--- src/rtl/line_drawer_if.sv ---
// Handshake/data bundle between the line-drawing controller, the Bresenham
// engine and the pixel writer.
interface line_drawer_if #(
    parameter int X_WIDTH      = 9,
    parameter int Y_WIDTH      = 8,
    parameter int COLOUR_WIDTH = 3
);
    logic                    i_go;
    logic [COLOUR_WIDTH-1:0] i_colour;
    logic [X_WIDTH-1:0]      i_X0;
    logic [Y_WIDTH-1:0]      i_Y0;
    logic [X_WIDTH-1:0]      i_X1;
    logic [Y_WIDTH-1:0]      i_Y1;
    logic                    i_pixel_ready;
    logic                    o_plot;
    logic [X_WIDTH-1:0]      o_x;
    logic [Y_WIDTH-1:0]      o_y;
    logic [COLOUR_WIDTH-1:0] o_colour;
    logic                    o_done;

    modport master (
        output i_go, i_colour, i_X0, i_Y0, i_X1, i_Y1, i_pixel_ready,
        input  o_plot, o_x, o_y, o_colour, o_done
    );

    modport slave (
        input  i_go, i_colour, i_X0, i_Y0, i_X1, i_Y1, i_pixel_ready,
        output o_plot, o_x, o_y, o_colour, o_done
    );
endinterface

--- src/rtl/line_drawer.sv ---
// Bresenham line engine: latches endpoints on go, emits one pixel per
// accepted cycle and holds a level done until go is released.
module line_drawer #(
    parameter int X_WIDTH      = 9,
    parameter int Y_WIDTH      = 8,
    parameter int COLOUR_WIDTH = 3
) (
    input  logic          clock,
    input  logic          i_reset_n,
    line_drawer_if.slave  bus
);
    localparam int CW = ((X_WIDTH > Y_WIDTH) ? X_WIDTH : Y_WIDTH) + 1;
    localparam int EW = CW + 1;
    localparam logic signed [CW-1:0] C_ONE = CW'(1);

    typedef enum logic [1:0] {IDLE, INIT, DRAW, DONE} state_t;
    state_t state, state_next;

    logic [X_WIDTH-1:0]      x0_l, x1_l;
    logic [Y_WIDTH-1:0]      y0_l, y1_l;
    logic [COLOUR_WIDTH-1:0] colour_l;
    logic signed [CW-1:0]    x, y, x_end, dx, dy;
    logic signed [EW-1:0]    err;
    logic                    steep, ystep_neg;

    logic signed [CW-1:0] px0, py0, px1, py1, adx, ady;
    logic signed [CW-1:0] ax0, ay0, ax1, ay1, bx0, by0, bx1, by1, init_dx;
    logic                 init_steep;
    logic signed [EW-1:0] dx_w, dy_w, err_inc;
    logic signed [CW-1:0] out_x, out_y;
    logic                 drawing;

    // Octant normalisation: make the major axis x and the walk left-to-right
    always_comb begin
        px0 = $signed(CW'(x0_l));
        py0 = $signed(CW'(y0_l));
        px1 = $signed(CW'(x1_l));
        py1 = $signed(CW'(y1_l));
        adx = (px1 >= px0) ? px1 - px0 : px0 - px1;
        ady = (py1 >= py0) ? py1 - py0 : py0 - py1;
        init_steep = (ady > adx);
        ax0 = init_steep ? py0 : px0;
        ay0 = init_steep ? px0 : py0;
        ax1 = init_steep ? py1 : px1;
        ay1 = init_steep ? px1 : py1;
        if (ax0 > ax1) begin
            bx0 = ax1; by0 = ay1; bx1 = ax0; by1 = ay0;
        end else begin
            bx0 = ax0; by0 = ay0; bx1 = ax1; by1 = ay1;
        end
        init_dx = bx1 - bx0;
    end

    always_comb begin
        dx_w    = EW'(dx);
        dy_w    = EW'(dy);
        err_inc = err + dy_w;
    end

    always_ff @(posedge clock or negedge i_reset_n) begin
        if (!i_reset_n) state <= IDLE;
        else            state <= state_next;
    end

    always_comb begin
        state_next = state;
        case (state)
            IDLE: if (bus.i_go) state_next = INIT;
            INIT: state_next = DRAW;
            DRAW: if (bus.i_pixel_ready && (x == x_end)) state_next = DONE;
            DONE: if (!bus.i_go) state_next = IDLE;
            default: state_next = IDLE;
        endcase
    end

    always_ff @(posedge clock or negedge i_reset_n) begin
        if (!i_reset_n) begin
            x0_l      <= '0;
            y0_l      <= '0;
            x1_l      <= '0;
            y1_l      <= '0;
            colour_l  <= '0;
            x         <= '0;
            y         <= '0;
            x_end     <= '0;
            dx        <= '0;
            dy        <= '0;
            err       <= '0;
            steep     <= 1'b0;
            ystep_neg <= 1'b0;
        end else begin
            case (state)
                IDLE: if (bus.i_go) begin
                    x0_l     <= bus.i_X0;
                    y0_l     <= bus.i_Y0;
                    x1_l     <= bus.i_X1;
                    y1_l     <= bus.i_Y1;
                    colour_l <= bus.i_colour;
                end
                INIT: begin
                    x         <= bx0;
                    y         <= by0;
                    x_end     <= bx1;
                    dx        <= init_dx;
                    dy        <= (by1 >= by0) ? by1 - by0 : by0 - by1;
                    ystep_neg <= !(by0 < by1);
                    steep     <= init_steep;
                    err       <= -(EW'(init_dx) >>> 1);
                end
                DRAW: if (bus.i_pixel_ready && (x != x_end)) begin
                    x <= x + C_ONE;
                    if (!err_inc[EW-1]) begin
                        y   <= ystep_neg ? y - C_ONE : y + C_ONE;
                        err <= err_inc - dx_w;
                    end else begin
                        err <= err_inc;
                    end
                end
                default: ;
            endcase
        end
    end

    // Outputs decode straight from state so an async reset drops them at once
    always_comb begin
        drawing      = (state == DRAW);
        out_x        = steep ? y : x;
        out_y        = steep ? x : y;
        bus.o_plot   = drawing;
        bus.o_done   = (state == DONE);
        bus.o_x      = drawing ? X_WIDTH'(out_x) : '0;
        bus.o_y      = drawing ? Y_WIDTH'(out_y) : '0;
        bus.o_colour = drawing ? colour_l : '0;
    end
endmodule

--- src/flat_wrapper.sv ---
// flat-port wrapper written by rule: the top's interface ports become plain ports
module line_drawer_flat 
#(
    parameter int X_WIDTH      = 9,
    parameter int Y_WIDTH      = 8,
    parameter int COLOUR_WIDTH = 3
)
  (clock, i_reset_n, bus_i_go, bus_i_colour, bus_i_X0, bus_i_Y0, bus_i_X1, bus_i_Y1, bus_i_pixel_ready, bus_o_plot, bus_o_x, bus_o_y, bus_o_colour, bus_o_done);
  line_drawer_if #(.X_WIDTH(X_WIDTH), .Y_WIDTH(Y_WIDTH), .COLOUR_WIDTH(COLOUR_WIDTH)) bus_i ();
  input  logic clock;
  input  logic i_reset_n;
  input wire logic [$bits(bus_i.i_go)-1:0] bus_i_go;
  input wire logic [$bits(bus_i.i_colour)-1:0] bus_i_colour;
  input wire logic [$bits(bus_i.i_X0)-1:0] bus_i_X0;
  input wire logic [$bits(bus_i.i_Y0)-1:0] bus_i_Y0;
  input wire logic [$bits(bus_i.i_X1)-1:0] bus_i_X1;
  input wire logic [$bits(bus_i.i_Y1)-1:0] bus_i_Y1;
  input wire logic [$bits(bus_i.i_pixel_ready)-1:0] bus_i_pixel_ready;
  output wire logic [$bits(bus_i.o_plot)-1:0] bus_o_plot;
  output wire logic [$bits(bus_i.o_x)-1:0] bus_o_x;
  output wire logic [$bits(bus_i.o_y)-1:0] bus_o_y;
  output wire logic [$bits(bus_i.o_colour)-1:0] bus_o_colour;
  output wire logic [$bits(bus_i.o_done)-1:0] bus_o_done;
  assign bus_i.i_go = bus_i_go;
  assign bus_i.i_colour = bus_i_colour;
  assign bus_i.i_X0 = bus_i_X0;
  assign bus_i.i_Y0 = bus_i_Y0;
  assign bus_i.i_X1 = bus_i_X1;
  assign bus_i.i_Y1 = bus_i_Y1;
  assign bus_i.i_pixel_ready = bus_i_pixel_ready;
  assign bus_o_plot = bus_i.o_plot;
  assign bus_o_x = bus_i.o_x;
  assign bus_o_y = bus_i.o_y;
  assign bus_o_colour = bus_i.o_colour;
  assign bus_o_done = bus_i.o_done;
  line_drawer #(.X_WIDTH(X_WIDTH), .Y_WIDTH(Y_WIDTH), .COLOUR_WIDTH(COLOUR_WIDTH)) u_core (.clock(clock), .i_reset_n(i_reset_n), .bus(bus_i));
endmodule
--- config.mk ---
export PLATFORM = sky130hd
export DESIGN_NAME = line_drawer_flat
export DESIGN_NICKNAME = d
export VERILOG_FILES = /design/src/rtl/line_drawer_if.sv /design/src/rtl/line_drawer.sv /design/src/flat_wrapper.sv
export SDC_FILE = /design/constraint.sdc
export NUM_CORES = 1
export LEC_CHECK = 0
export CORE_UTILIZATION = 62
export DETAILED_ROUTE_END_ITERATION = 16
export PLACE_DENSITY = 0.83
export SLEW_MARGIN = 25
export SYNTH_ARGS = -nofsm -noshare
export SYNTH_HDL_FRONTEND = slang
export SYNTH_SLANG_ARGS = --single-unit
--- constraint.sdc ---
create_clock -name clock -period 13.2 [get_ports clock]
set_input_delay 3.96 -clock clock [delete_from_list [all_inputs] [get_ports clock]]
set_output_delay 3.96 -clock clock [all_outputs]
set_load 0.05 [all_outputs]
==> impl_metrics.csv <==
group,metric,value,unit
run_status,status,"finished clean",
clocking,clk_latency,0.38,ns
synthesis,ys_ff_latch,100,
synthesis,synth_common_cells,"inv_1 (114), a21oi_1 (110), ha_1 (101)",
final_layout,n_antenna_cell,0,
final_layout,drive_gt1_share,8.35,%
worst_hold_path,hp-class,"flip-flop to flip-flop",
routing,drtIter0Drc,906,
final_layout,area_growth,10.3,%
synthesis,avgSynthCellArea,8.38,um2
synthesis,synth_xor_area_share,6.09,%
place,post-place-ws,1.61,ns
floorplanning,row_count,46,
synthesis,yosys.area.top_type_share,24.2,%
final_layout,utilization,70.9,%
routing,routedWlPerCell,19.4,um
global_route,grt-ovfl-total,0,
routing,wl,28.8,mm
global_route,antenna_found_initial,0,
final_layout,nets,1416,
sta,tns,0,ns
worst_setup_path,cp_slowest_cell,"nor2_1",
synthesis,yosys_most_used_dff,"dfrtp_1",
sta,post-route-min-period,11.85,ns
synthesis,synth_compound_area_share,18.7,%
sta,setup_viol,0,
worst_setup_path,start_kind,"flip-flop",
routing,drc,0,
synthesis,post-synth-top-count-cell,"inv_1",
clocking,cts_tree,"yes",
worst_setup_path,cp_data_arrival_time,12.11,ns
synthesis,synth_mux_area_share,15.7,%
final_layout,stdcell_count,1486,
clocking,cts-htree-levels,3,
synthesis,yosysTopAreaCell,"dfrtp_1",
sta,hold_viol,0,
clocking,cts-root-buf,"clkbuf_16",
routing,drt_pass1_iterations,5,
sta,clock_skew,0.0199,ns
synthesis,ys_async_sr_fraction,100,%
global_route,grt.total_usage,34.1,%
global_route,grt_pass1_wl,46.3,mm
synthesis,yosys_warnings,0,
place,gp_congestion,0.996,
sta,worst_pin_slew,1.07,ns
synthesis,synthTopCellsByArea,"dfrtp_1 (24%), ha_1 (12%), mux2i_1 (8.7%)",
clocking,clockBufferDepth,2,
synthesis,synthSimpleGateAreaFrac,14.7,%
worst_setup_path,crit_fanout,26,
floorplanning,core,16100,um2
worst_setup_path,crit_type,"flip-flop to flip-flop",
routing,via_count,9241,
flow_run,cap_violations,0,
sta,period_share,89.8,%
worst_hold_path,worstHoldStart,"u_core.err[2]$_DFFE_PN0P_",
synthesis,synth_fa_ha_area_share,14.3,%
sta,rsz0062_at_grt,"no",
worst_setup_path,cpPeakStageDelay,0.67,ns
clocking,path_clk_slew,0.09,ns
synthesis,synth_cell_types,69,
worst_setup_path,crit_buf_inv,5,
floorplanning,die_y,131,um
floorplanning,pin_count,63,
place,io_buffer_count,62,
floorplanning,die-width,131,um
clocking,cts_buffers,9,
synthesis,synth_top_family_by_area,"compound AO/OA/AOI/OAI gates",
global_route,grt_max_degree,63,
worst_setup_path,critPathTopFamily,"compound AO/OA/AOI/OAI gates",
floorplanning,dieArea,17200,um2
sta,relSlewSlack,28.5,%
synthesis,synthCells,1235,
synthesis,synth_nets,1386,
place,dp_hpwl,21.9,mm
global_route,grt_pass1_vias,9017,
worst_setup_path,cp_data_required_time,13.46,ns
sta,fin_ws,1.35,ns
worst_setup_path,r2r-start,"u_core.x1_l[0]$_DFFE_PN0P_",
sta,finalMaxSlewViolations,0,
clocking,hold_buffers,0,
synthesis,netlist_area,10400,um2
floorplanning,start_util,64.2,%
worst_setup_path,crit_start,"u_core.x1_l[0]$_DFFE_PN0P_",
clocking,cts.sinks,100,
worst_setup_path,cp-end-kind,"flip-flop",
place,post-place-cells,1470,
routing,vias_per_cell,6.22,
synthesis,synth_edf_count,0,
clocking,post_cts_buffers,0,
worst_setup_path,cpMostUsedCell,"a21oi_1",
synthesis,synth_seq_area_share,24.2,%
routing,postRouteAntennaNets,0,
clocking,cts-resized-gates,0,
sta,clock.fmax,84.4,MHz
## logic make-up after synthesis
kind of cell    count (synthesis)
flops                         100
buf+inv                       168
mux                           154
fa+ha+maj                     114
simple gates                  319
compound gates                308
xor+xnor                       72
## final cells by class
cell class	count	area (um2)
Multi-Input combinational cell	967	7220
Sequential cell	100	2500
Tap cell	216	270
Fill cell	1325	4690
Inverter	114	428
Clock buffer	10	239
Timing Repair Buffer	73	701
Clock inverter	6	57.6
## metal layers
layer / vias to the layer above / global-route usage [%] / wire [um]
met2: 369 / 55.1 / 13300
met3: 75 / 5.02 / 1840
li1: 4371 / - / -
met1: 4426 / 45.3 / 12700
met4: 0 / 14.4 / 1050
met5: - / 0 / 0
## path summary, 6_finish.rpt
| path | end | slack (ns) | cells past startpoint |
|---|---|---|---|
| min reg2reg | u_core.err[2]$_DFFE_PN0P_ | 0.49 | 1 |
| min | u_core.err[2]$_DFFE_PN0P_ | 0.49 | 1 |
| min in group asynchronous | u_core.x0_l[6]$_DFFE_PN0P_ | 3.58 | 1 |
| max | u_core.dy[8]$_DFFE_PN0N_ | 1.35 | 47 |
| max in group asynchronous | u_core.y[0]$_DFFE_PN0P_ | 8.46 | 2 |
| max reg2reg | u_core.dy[8]$_DFFE_PN0N_ | 1.35 | 47 |
## cells in the final DEF (no fill, tap or decap), types with 5 or more instances in the layout
master           netlist  routed
a211oi_1               7       7
a21boi_0               6       6
a21o_1                34      34
a21oi_1              110     110
a221o_1                5       5
a31oi_1                6       6
and2_1                15      15
and3_1                 6       6
buf_4                  0      12
clkbuf_16              0       9
clkdlybuf4s50_1        0      61
dfrtp_1              100     100
fa_1                   9       9
ha_1                 101      99
inv_1                114     114
mux2_2                64      64
mux2i_1               90      90
nand2_1               86      84
nand2b_1              16      16
nand3_1               23      23
nand4_1                9       9
nor2_1                94      93
nor2b_1               36      36
nor3_1                12      12
o211ai_1               6       6
o21a_1                 8       8
o21ai_0               65      65
o21bai_1              16      16
o31ai_1                5       5
xnor2_1               49      49
xor2_1                23      23
## flip-flops by register name (all words and copies together), names as in the netlist
name and flops:
u_core.err 11, u_core.ystep_neg 1, u_core.dx 10, u_core.state 2, u_core.x_end 9, u_core.x 10
u_core.steep 1, u_core.dy 10, u_core.x0_l 9, u_core.y 9, u_core.colour_l 3, u_core.y0_l 8
u_core.y1_l 8, u_core.x1_l 9
## through the flow
stage	instance area [um2]	hold slack [ns]
floorplan	10400	0.456
global placement	11100	0.467
detailed placement	11100	0.476
CTS	11400	0.491
global route	11400	0.520
finish	11400	0.489
Power is left out: the tool's default activity adds up to more than one toggle a clock period on the data nets, which glitch-free logic cannot reach.
